File: src/rtl/div_ctrl.sv
// Request/response controller around a fixed-latency external divider: a shadow pipe
// tracks each request to the divider output, results land in a show-ahead FIFO under credit flow control.
module div_ctrl #(
    parameter int LATENCY    = 4,
    parameter int TAG_W      = 4,
    parameter int FIFO_DEPTH = 8
) (
    input  logic             clk,
    input  logic             rstn,
    input  logic             req_valid,
    output logic             req_ready,
    input  logic [31:0]      req_src,
    input  logic [31:0]      req_sink,
    input  logic [TAG_W-1:0] req_tag,
    output logic [31:0]      div_src,
    output logic [31:0]      div_sink,
    input  logic [31:0]      div_quo,
    input  logic [31:0]      div_res,
    output logic             rsp_valid,
    input  logic             rsp_ready,
    output logic [31:0]      rsp_quo,
    output logic [31:0]      rsp_res,
    output logic [TAG_W-1:0] rsp_tag,
    output logic             rsp_dz,
    output logic             busy
);
    localparam int PTR_W = (FIFO_DEPTH > 1) ? $clog2(FIFO_DEPTH) : 1;
    localparam int CNT_W = PTR_W + 1;
    localparam int LAST  = LATENCY;
    localparam logic [CNT_W-1:0] DEPTH_C = CNT_W'(FIFO_DEPTH);

    logic                       accept_s;
    logic                       push_s;
    logic                       pop_s;
    logic [31:0]                div_src_q, div_src_d;
    logic [31:0]                div_sink_q, div_sink_d;
    logic [LAST:0]              pipe_vld_q, pipe_vld_d;
    logic [LAST:0]              pipe_dz_q, pipe_dz_d;
    logic [LAST:0][TAG_W-1:0]   pipe_tag_q, pipe_tag_d;
    logic [LAST:0][31:0]        pipe_src_q, pipe_src_d;
    logic [PTR_W-1:0]           wptr_q, wptr_d;
    logic [PTR_W-1:0]           rptr_q, rptr_d;
    logic [CNT_W-1:0]           occ_q, occ_d;
    logic [CNT_W-1:0]           outst_q, outst_d;
    logic [31:0]                push_quo_s;
    logic [31:0]                push_res_s;
    logic [31:0]                mem_quo_q [FIFO_DEPTH];
    logic [31:0]                mem_res_q [FIFO_DEPTH];
    logic [TAG_W-1:0]           mem_tag_q [FIFO_DEPTH];
    logic                       mem_dz_q  [FIFO_DEPTH];

    // Outstanding = in flight + buffered, so a push can never find the buffer full.
    assign req_ready = (outst_q < DEPTH_C);
    assign accept_s  = req_valid && req_ready;
    assign push_s    = pipe_vld_q[LAST];
    assign pop_s     = rsp_valid && rsp_ready;

    assign div_src   = div_src_q;
    assign div_sink  = div_sink_q;
    assign rsp_valid = (occ_q != {CNT_W{1'b0}});
    assign rsp_quo   = mem_quo_q[rptr_q];
    assign rsp_res   = mem_res_q[rptr_q];
    assign rsp_tag   = mem_tag_q[rptr_q];
    assign rsp_dz    = mem_dz_q[rptr_q];
    assign busy      = (|pipe_vld_q) || rsp_valid;

    // Divider operands: captured on accept, held otherwise.
    always_comb begin
        div_src_d  = div_src_q;
        div_sink_d = div_sink_q;
        if (accept_s) begin
            div_src_d  = req_src;
            div_sink_d = req_sink;
        end else begin
            div_src_d  = div_src_q;
            div_sink_d = div_sink_q;
        end
    end

    // Tracking pipe next state: free-running shift, stage 0 takes the accepted request.
    always_comb begin
        pipe_vld_d    = pipe_vld_q;
        pipe_dz_d     = pipe_dz_q;
        pipe_tag_d    = pipe_tag_q;
        pipe_src_d    = pipe_src_q;
        pipe_vld_d[0] = accept_s;
        pipe_dz_d[0]  = (req_sink == 32'd0);
        pipe_tag_d[0] = req_tag;
        pipe_src_d[0] = req_src;
        for (int i = 1; i <= LAST; i++) begin
            pipe_vld_d[i] = pipe_vld_q[i-1];
            pipe_dz_d[i]  = pipe_dz_q[i-1];
            pipe_tag_d[i] = pipe_tag_q[i-1];
            pipe_src_d[i] = pipe_src_q[i-1];
        end
    end

    // Result selection: a zero divisor overrides whatever the divider produced.
    always_comb begin
        push_quo_s = div_quo;
        push_res_s = div_res;
        if (pipe_dz_q[LAST]) begin
            push_quo_s = 32'hFFFF_FFFF;
            push_res_s = pipe_src_q[LAST];
        end else begin
            push_quo_s = div_quo;
            push_res_s = div_res;
        end
    end

    // Buffer pointers and occupancy / outstanding counters.
    always_comb begin
        wptr_d = wptr_q;
        rptr_d = rptr_q;
        if (push_s) begin
            wptr_d = wptr_q + PTR_W'(1);
        end else begin
            wptr_d = wptr_q;
        end
        if (pop_s) begin
            rptr_d = rptr_q + PTR_W'(1);
        end else begin
            rptr_d = rptr_q;
        end
        case ({push_s, pop_s})
            2'b10:   occ_d = occ_q + CNT_W'(1);
            2'b01:   occ_d = occ_q - CNT_W'(1);
            default: occ_d = occ_q;
        endcase
        case ({accept_s, pop_s})
            2'b10:   outst_d = outst_q + CNT_W'(1);
            2'b01:   outst_d = outst_q - CNT_W'(1);
            default: outst_d = outst_q;
        endcase
    end

    // Control state registers.
    always_ff @(posedge clk or negedge rstn) begin
        if (!rstn) begin
            div_src_q  <= 32'd0;
            div_sink_q <= 32'd0;
            pipe_vld_q <= '0;
            pipe_dz_q  <= '0;
            pipe_tag_q <= '0;
            pipe_src_q <= '0;
            wptr_q     <= {PTR_W{1'b0}};
            rptr_q     <= {PTR_W{1'b0}};
            occ_q      <= {CNT_W{1'b0}};
            outst_q    <= {CNT_W{1'b0}};
        end else begin
            div_src_q  <= div_src_d;
            div_sink_q <= div_sink_d;
            pipe_vld_q <= pipe_vld_d;
            pipe_dz_q  <= pipe_dz_d;
            pipe_tag_q <= pipe_tag_d;
            pipe_src_q <= pipe_src_d;
            wptr_q     <= wptr_d;
            rptr_q     <= rptr_d;
            occ_q      <= occ_d;
            outst_q    <= outst_d;
        end
    end

    // Result storage; contents are meaningless until pushed, so no reset.
    always_ff @(posedge clk) begin
        if (push_s) begin
            mem_quo_q[wptr_q] <= push_quo_s;
            mem_res_q[wptr_q] <= push_res_s;
            mem_tag_q[wptr_q] <= pipe_tag_q[LAST];
            mem_dz_q[wptr_q]  <= pipe_dz_q[LAST];
        end
    end

endmodule

File: config.mk
export PLATFORM = sky130hd
export DESIGN_NAME = div_ctrl
export DESIGN_NICKNAME = d
export VERILOG_FILES = /design/src/rtl/div_ctrl.sv
export SDC_FILE = /design/constraint.sdc
export NUM_CORES = 1
export LEC_CHECK = 0
export BUFFER_PORTS_ARGS = -buffer_cell sky130_fd_sc_hd__buf_4
export CAP_MARGIN = 20
export CORE_MARGIN = 3
export CORE_UTILIZATION = 43
export CTS_CLUSTER_SIZE = 8
export DETAILED_ROUTE_END_ITERATION = 16
export PLACE_DENSITY_LB_ADDON = 0.25
export SYNTH_ARGS = -nofsm -noshare
export SYNTH_HDL_FRONTEND = slang
export SYNTH_SLANG_ARGS = --single-unit
File: constraint.sdc
create_clock -name clk -period 5.45 [get_ports clk]
set_input_delay 0.545 -clock clk [delete_from_list [all_inputs] [get_ports clk]]
set_output_delay 0.545 -clock clk [all_outputs]
set_load 0.01 [all_outputs]
### Word level (Yosys, flattened, before mapping)

Memory sizes are Yosys's and may differ from the RTL's.
Index checks and enable logic that the tools add are counted.

| storage, ports and cells | value |
|---|---|
| logic and storage cells | 47 |
| bits in latches | 0 |
| output and inout port bits | 136 |
| memory bits (read-only) | 0 |
| bits in writable memories | 552 |
| memories | 4 |
| register bits | 268 |
| input port bits | 136 |

| operators by class | value |
|---|---|
| eq/ne operators | 4 |
| divide/modulo/power cells | 0 |
| bitwise logic cells | 0 |
| muxes and demuxes | 6 |
| reduce and logical (&&, ||, !) cells | 8 |
| shift-type cells | 0 |
| multipliers | 0 |
| magnitude comparators | 1 |
| add/subtract/negate cells | 6 |

Memories:

| memory | words | bits a word | rd ports | clocked after Yosys merged registers in | write ports | RTL line | RTL |
|---|---|---|---|---|---|---|---|
| mem_quo_q | 8 | 32 | 1 | 0 | 1 | 47 | `logic [31:0] mem_quo_q [FIFO_DEPTH];` |
| mem_res_q | 8 | 32 | 1 | 0 | 1 | 48 | `logic [31:0] mem_res_q [FIFO_DEPTH];` |
| mem_tag_q | 8 | 4 | 1 | 0 | 1 | 49 | `logic [TAG_W-1:0] mem_tag_q [FIFO_DEPTH];` |
| mem_dz_q | 8 | 1 | 1 | 0 | 1 | 50 | `logic mem_dz_q [FIFO_DEPTH];` |

Operator list:

| cell | number |
|---|---|
| 32-bit two-way mux | 2 |
| 32-bit zero test | 1 |
| 4-bit case mux with 2 select lines | 2 |
| 4-bit by 1-bit adder with 4-bit output (second input constant) | 2 |
| 4-bit by 1-bit subtractor with 4-bit output (second input constant) | 2 |
| 3-bit by 1-bit adder with 3-bit output (second input constant) | 2 |
| 5-bit OR reduction | 1 |
| 2-bit by 1-bit equality test with 1-bit output (second input constant) | 2 |
| 2-bit equality test (second input constant) | 2 |
| 4-bit < comparator (second input constant) | 1 |
| 2-bit nonzero test | 2 |
| 4-bit nonzero test | 1 |
| 1-bit logical AND | 2 |
| 1-bit two-way mux | 2 |
| 1-bit logical OR | 1 |

### Longest topological paths before layout

| depth | value |
|---|---|
| depth after elaboration | 4 |
| depth in mapped cells | 10 |
| mapped depth without buffers | 10 |

### Worst setup path before layout

No wires, ideal clock.

| timing | value |
|---|---|
| path type | reg-to-reg |
| from | register wptr_q[0] |
| to | memory mem_dz_q[0] (enable) |
| buffers on the path | 0 |
| cell stages (with the launch flop) | 3 |
| slack | -0.410 ns |
| clock period less this slack | 5.860 ns |
| arrival | 5.279 ns |
| setup time | 0.581 ns |
| required time | 4.869 ns |
| cell sequence | dfrtp_1 -> nand2b_1 -> nor3_1 |

RTL lines:

| element | RTL line | RTL |
|---|---|---|
| start: declaration | 41 | `logic [PTR_W-1:0] wptr_q, wptr_d;` |
| start signal: assignment | 146 | `wptr_q <= {PTR_W{1'b0}};` |
| start signal: assignment | 157 | `wptr_q <= wptr_d;` |
| end: declaration | 50 |  |

No word-level cell before the write port.

### Final worst setup path

| timing | value |
|---|---|
| from | register rptr_q[0] |
| to | output port rsp_quo[5] |

| between the ends | value |
|---|---|
| word-level cells in the longest chain between the ends | 1 |

Ends and longest elaborated chain:

| element | RTL line | RTL |
|---|---|---|
| start: declaration | 42 | `logic [PTR_W-1:0] rptr_q, rptr_d;` |
| start signal: assignment | 147 | `rptr_q <= {PTR_W{1'b0}};` |
| start signal: assignment | 158 | `rptr_q <= rptr_d;` |
| memory read 8 x 32 bit | - |  |
| end: declaration | 21 | `output logic [31:0] rsp_quo,` |

No other way between the ends.

==> flow_summary.json <==
{
  "internal-power_mw": 13.7,
  "grt_overflow": 0,
  "gp_congestion": 0.719,
  "path_class": "register to output port",
  "multi_input_area_sq_um": 5770,
  "cts_root_buffer": "clkbuf_16",
  "slowest_stage": "dfrtp_4",
  "drt_iter0_drc": 808,
  "io_pins": 272,
  "synth.avg_cell_area_sq_um": 20.6,
  "synth-adder-area-share_pct": 0.341,
  "cap_violations": 0,
  "synth.top_cells.by_count": "552 x edfxtp_1, 268 x dfrtp_1, 198 x nand2_1, 137 x mux4_2, 105 x mux2_2",
  "power.switching_mw": 5.20,
  "ys_warn_count": 0,
  "slew_headroom_pct": 28.3,
  "arrival_ps": 3240,
  "hold_class": "primary input to register",
  "yosysSeqAreaShare_pct": 79.4,
  "dieArea_sq_um": 71400,
  "finClkSkew_ps": 11.4,
  "rows": 95,
  "yosys.area.top_type": "edfxtp_1",
  "post-route-util_pct": 53.4,
  "p_leak_nw": 13.4,
  "synth_cell_types": 32,
  "dp_hpwl_um": 32200,
  "grt_pass1_vias": 15463,
  "crit_path_max_incr_delay_ps": 1050,
  "synth-xor-area-share_pct": 0.418,
  "drc": 0,
  "ys_seq_elements": 820,
  "initial_core_util_pct": 43.5,
  "cts_tree": "built",
  "synth-simple-area-share_pct": 3.86,
  "grt_pass1_wl_um": 92400,
  "final_area_sq_um": 36000,
  "place.port_buffers": 271,
  "n_antenna_cell": 0,
  "muxShareOfSynthArea_pct": 14.7,
  "hold_viol": 0,
  "period_needed_ps": 3780,
  "switching_share_pct": 27.5,
  "p_clk_share_pct": 32.4,
  "ant_nets": 0,
  "status": "completed",
  "fin_crit_sh_pct": 69.4,
  "viasPerCell": 5.12,
  "grt_max_degree": 117,
  "tightestPinTransition_ps": 1080,
  "postSynthCellCount": 1421,
  "crit_top_cell": "buf_4",
  "synth_nets": 1565,
  "endpoint_kind": "output port",
  "cts.sinks": 820,
  "dieWidth_um": 267,
  "yosysMostFrequentCell": "edfxtp_1",
  "core_region_area_sq_um": 67400,
  "slew_violations": 0,
  "drtPass1Iterations": 5,
  "cts_setup_buffers": 0,
  "regArea_sq_um": 23300,
  "setup_viol": 0,
  "required_ps": 4910,
  "powerDensity_nw_per_um2": 525,
  "cp-start-kind": "register",
  "cp_cell_sequence": "buf_4 > mux4_2 > mux2_2 > buf_4",
  "rsz0062_at_grt": "false",
  "dpl_cell_area_sq_um": 32500,
  "synth_top_flop_cell": "edfxtp_1",
  "pwr-share-comb_pct": 25.1,
  "netlist_top_cells_area": "edfxtp_1 56%, dfrtp_1 23%, mux4_2 11%",
  "path_clk_slew_ps": 50,
  "vias": 13976,
  "nets": 1948,
  "cts.path.max_buffers": 3,
  "die_y_um": 267,
  "critical_path.max_fanout": 43,
  "cts_buffers": 112,
  "synth_compound_gate_area_share_pct": 0.158,
  "drive_gt1_share_pct": 37.6,
  "synth_top_family_by_area": "multiplexers",
  "area_growth_pct": 22.7,
  "async_reset_ff_share_pct": 32.7,
  "seqPwrFrac_pct": 42.5,
  "gr-usage-all-layers_pct": 17.3,
  "setup_tns_ps": 0,
  "max_freq_mhz": 265,
  "drt_wl_total_um": 60000,
  "fill_cells": 5255,
  "synth-edff-count": 552,
  "vdd.ir_drop.worst_mv": 0.364,
  "wire_per_inst_um": 22.0,
  "antenna_found_initial": 4,
  "synth_top_area_share_pct": 56.5,
  "syn_area_sq_um": 29300,
  "htree_levels": 3,
  "insertion_delay_ps": 640
}
==> through the flow <==
stage	hold WS, ps	power, mW	setup slack, ps	std cells
after floorplan	249	10.9	1440	1421
after detailed placement	335	13.0	2230	2524
after global routing	69.1	19.9	1400	2730
after CTS	45.8	19.2	1520	2728
after global placement	331	12.9	2270	2524
final	97.2	18.9	1670	2730
==> path summary, 6_finish.rpt <==
| check | slack (ps) | cells past startpoint | to | from |
|---|---|---|---|---|
| max | 1670 | 4 | rsp_quo[5] | rptr_q[0] |
| max in group asynchronous | 3700 | 3 | pipe_src_d[115] | rstn |
| min reg2reg | 340 | 0 | pipe_src_d[154] | pipe_src_d[122] |
| min | 100 | 3 | div_sink[2] | req_sink[2] |
| min in group asynchronous | 570 | 2 | pipe_src_d[156] | rstn |
| max reg2reg | 2700 | 8 | occ_q[3] | occ_q[1] |
==> routing by layer <==
metal  GRT usage, %  part of all wire (%)  vias to the layer above
li1               -                     -                     6199
met1           22.6                    42                     7294
met2           28.2                    49                      392
met3           5.10                   7.0                       85
met4           5.20                   1.9                        6
met5              0                 0.087                        -
==> logic make-up after synthesis <==
| family | after synthesis |
|---|---|
| AOI/OAI and AO/OA | 7 |
| xor gates and xnor gates | 14 |
| adders and majority gates | 8 |
| buffers and inverters | 64 |
| DFF | 820 |
| muxes | 244 |
| and+or+nand+nor | 264 |
==> timing repair <==
item,4_1_cts,5_1_grt
hold buffers,37,0
hold endpoints to repair,142,0
gates resized for setup,0,0
==> flip-flops by register name, summed over array words and instances, names as in the netlist, 8 cells and up <==
| register | cells |
|---|---|
| div_sink | 32 |
| mem_quo_q | 256 |
| pipe_src_d | 128 |
| pipe_src_q | 32 |
| mem_dz_q | 8 |
| pipe_tag_d | 16 |
| mem_res_q | 256 |
| mem_tag_q | 32 |
| div_src | 32 |
==> worst max-delay path: cells and delay by family (launching register included) <==
family | cells | cell delay, ps
buffers and inverters | 2 | 670
muxes | 2 | 840
DFF | 1 | 1050
==> layout by cell type (no fill, tap or decap), types with 3 or more instances in the layout <==
| cell | Yosys | final |
|---|---|---|
| edfxtp_1 | 552 | 552 |
| buf_4 | 0 | 278 |
| dfrtp_1 | 268 | 264 |
| nand2_1 | 198 | 197 |
| mux4_2 | 137 | 137 |
| clkbuf_16 | 0 | 113 |
| mux2_2 | 105 | 105 |
| clkbuf_1 | 29 | 48 |
| dlygate4sd3_1 | 0 | 37 |
| or2_2 | 32 | 32 |
| buf_12 | 0 | 12 |
| xor2_1 | 8 | 8 |
| nor4_1 | 8 | 8 |
| ha_1 | 8 | 8 |
| nor2_4 | 0 | 6 |
| xnor2_1 | 6 | 6 |
| dfrtp_4 | 0 | 4 |
| inv_1 | 4 | 3 |
| nand2b_1 | 3 | 3 |
| nor2_1 | 9 | 3 |
| a21oi_1 | 3 | 3 |
| inv_6 | 0 | 3 |
==> power groups by stage <==
| stage | Sequential, mW | Combinational, mW | Clock, mW |
|---|---|---|---|
| 2_1_floorplan | 7.91 | 3.02 | 0 |
| 3_3_place_gp | 8.12 | 4.77 | 0 |
| 3_5_place_dp | 8.16 | 4.81 | 0 |
| 4_1_cts | 8.07 | 4.84 | 6.33 |
| 5_1_grt | 8.15 | 5.13 | 6.61 |
| 6_report | 8.04 | 4.74 | 6.13 |
==> layout make-up <==
class                           instances  share of cell area (%)
Sequential cell                       820                    64.7
Multi-Input combinational cell        537                    16.0
Clock buffer                          161                    8.35
Timing Repair Buffer                  329                    7.61
Tap cell                              873                    3.03
Clock inverter                          6                   0.219
Inverter                                4                  0.0417
Note: power is estimated with default switching activity, not from simulation.
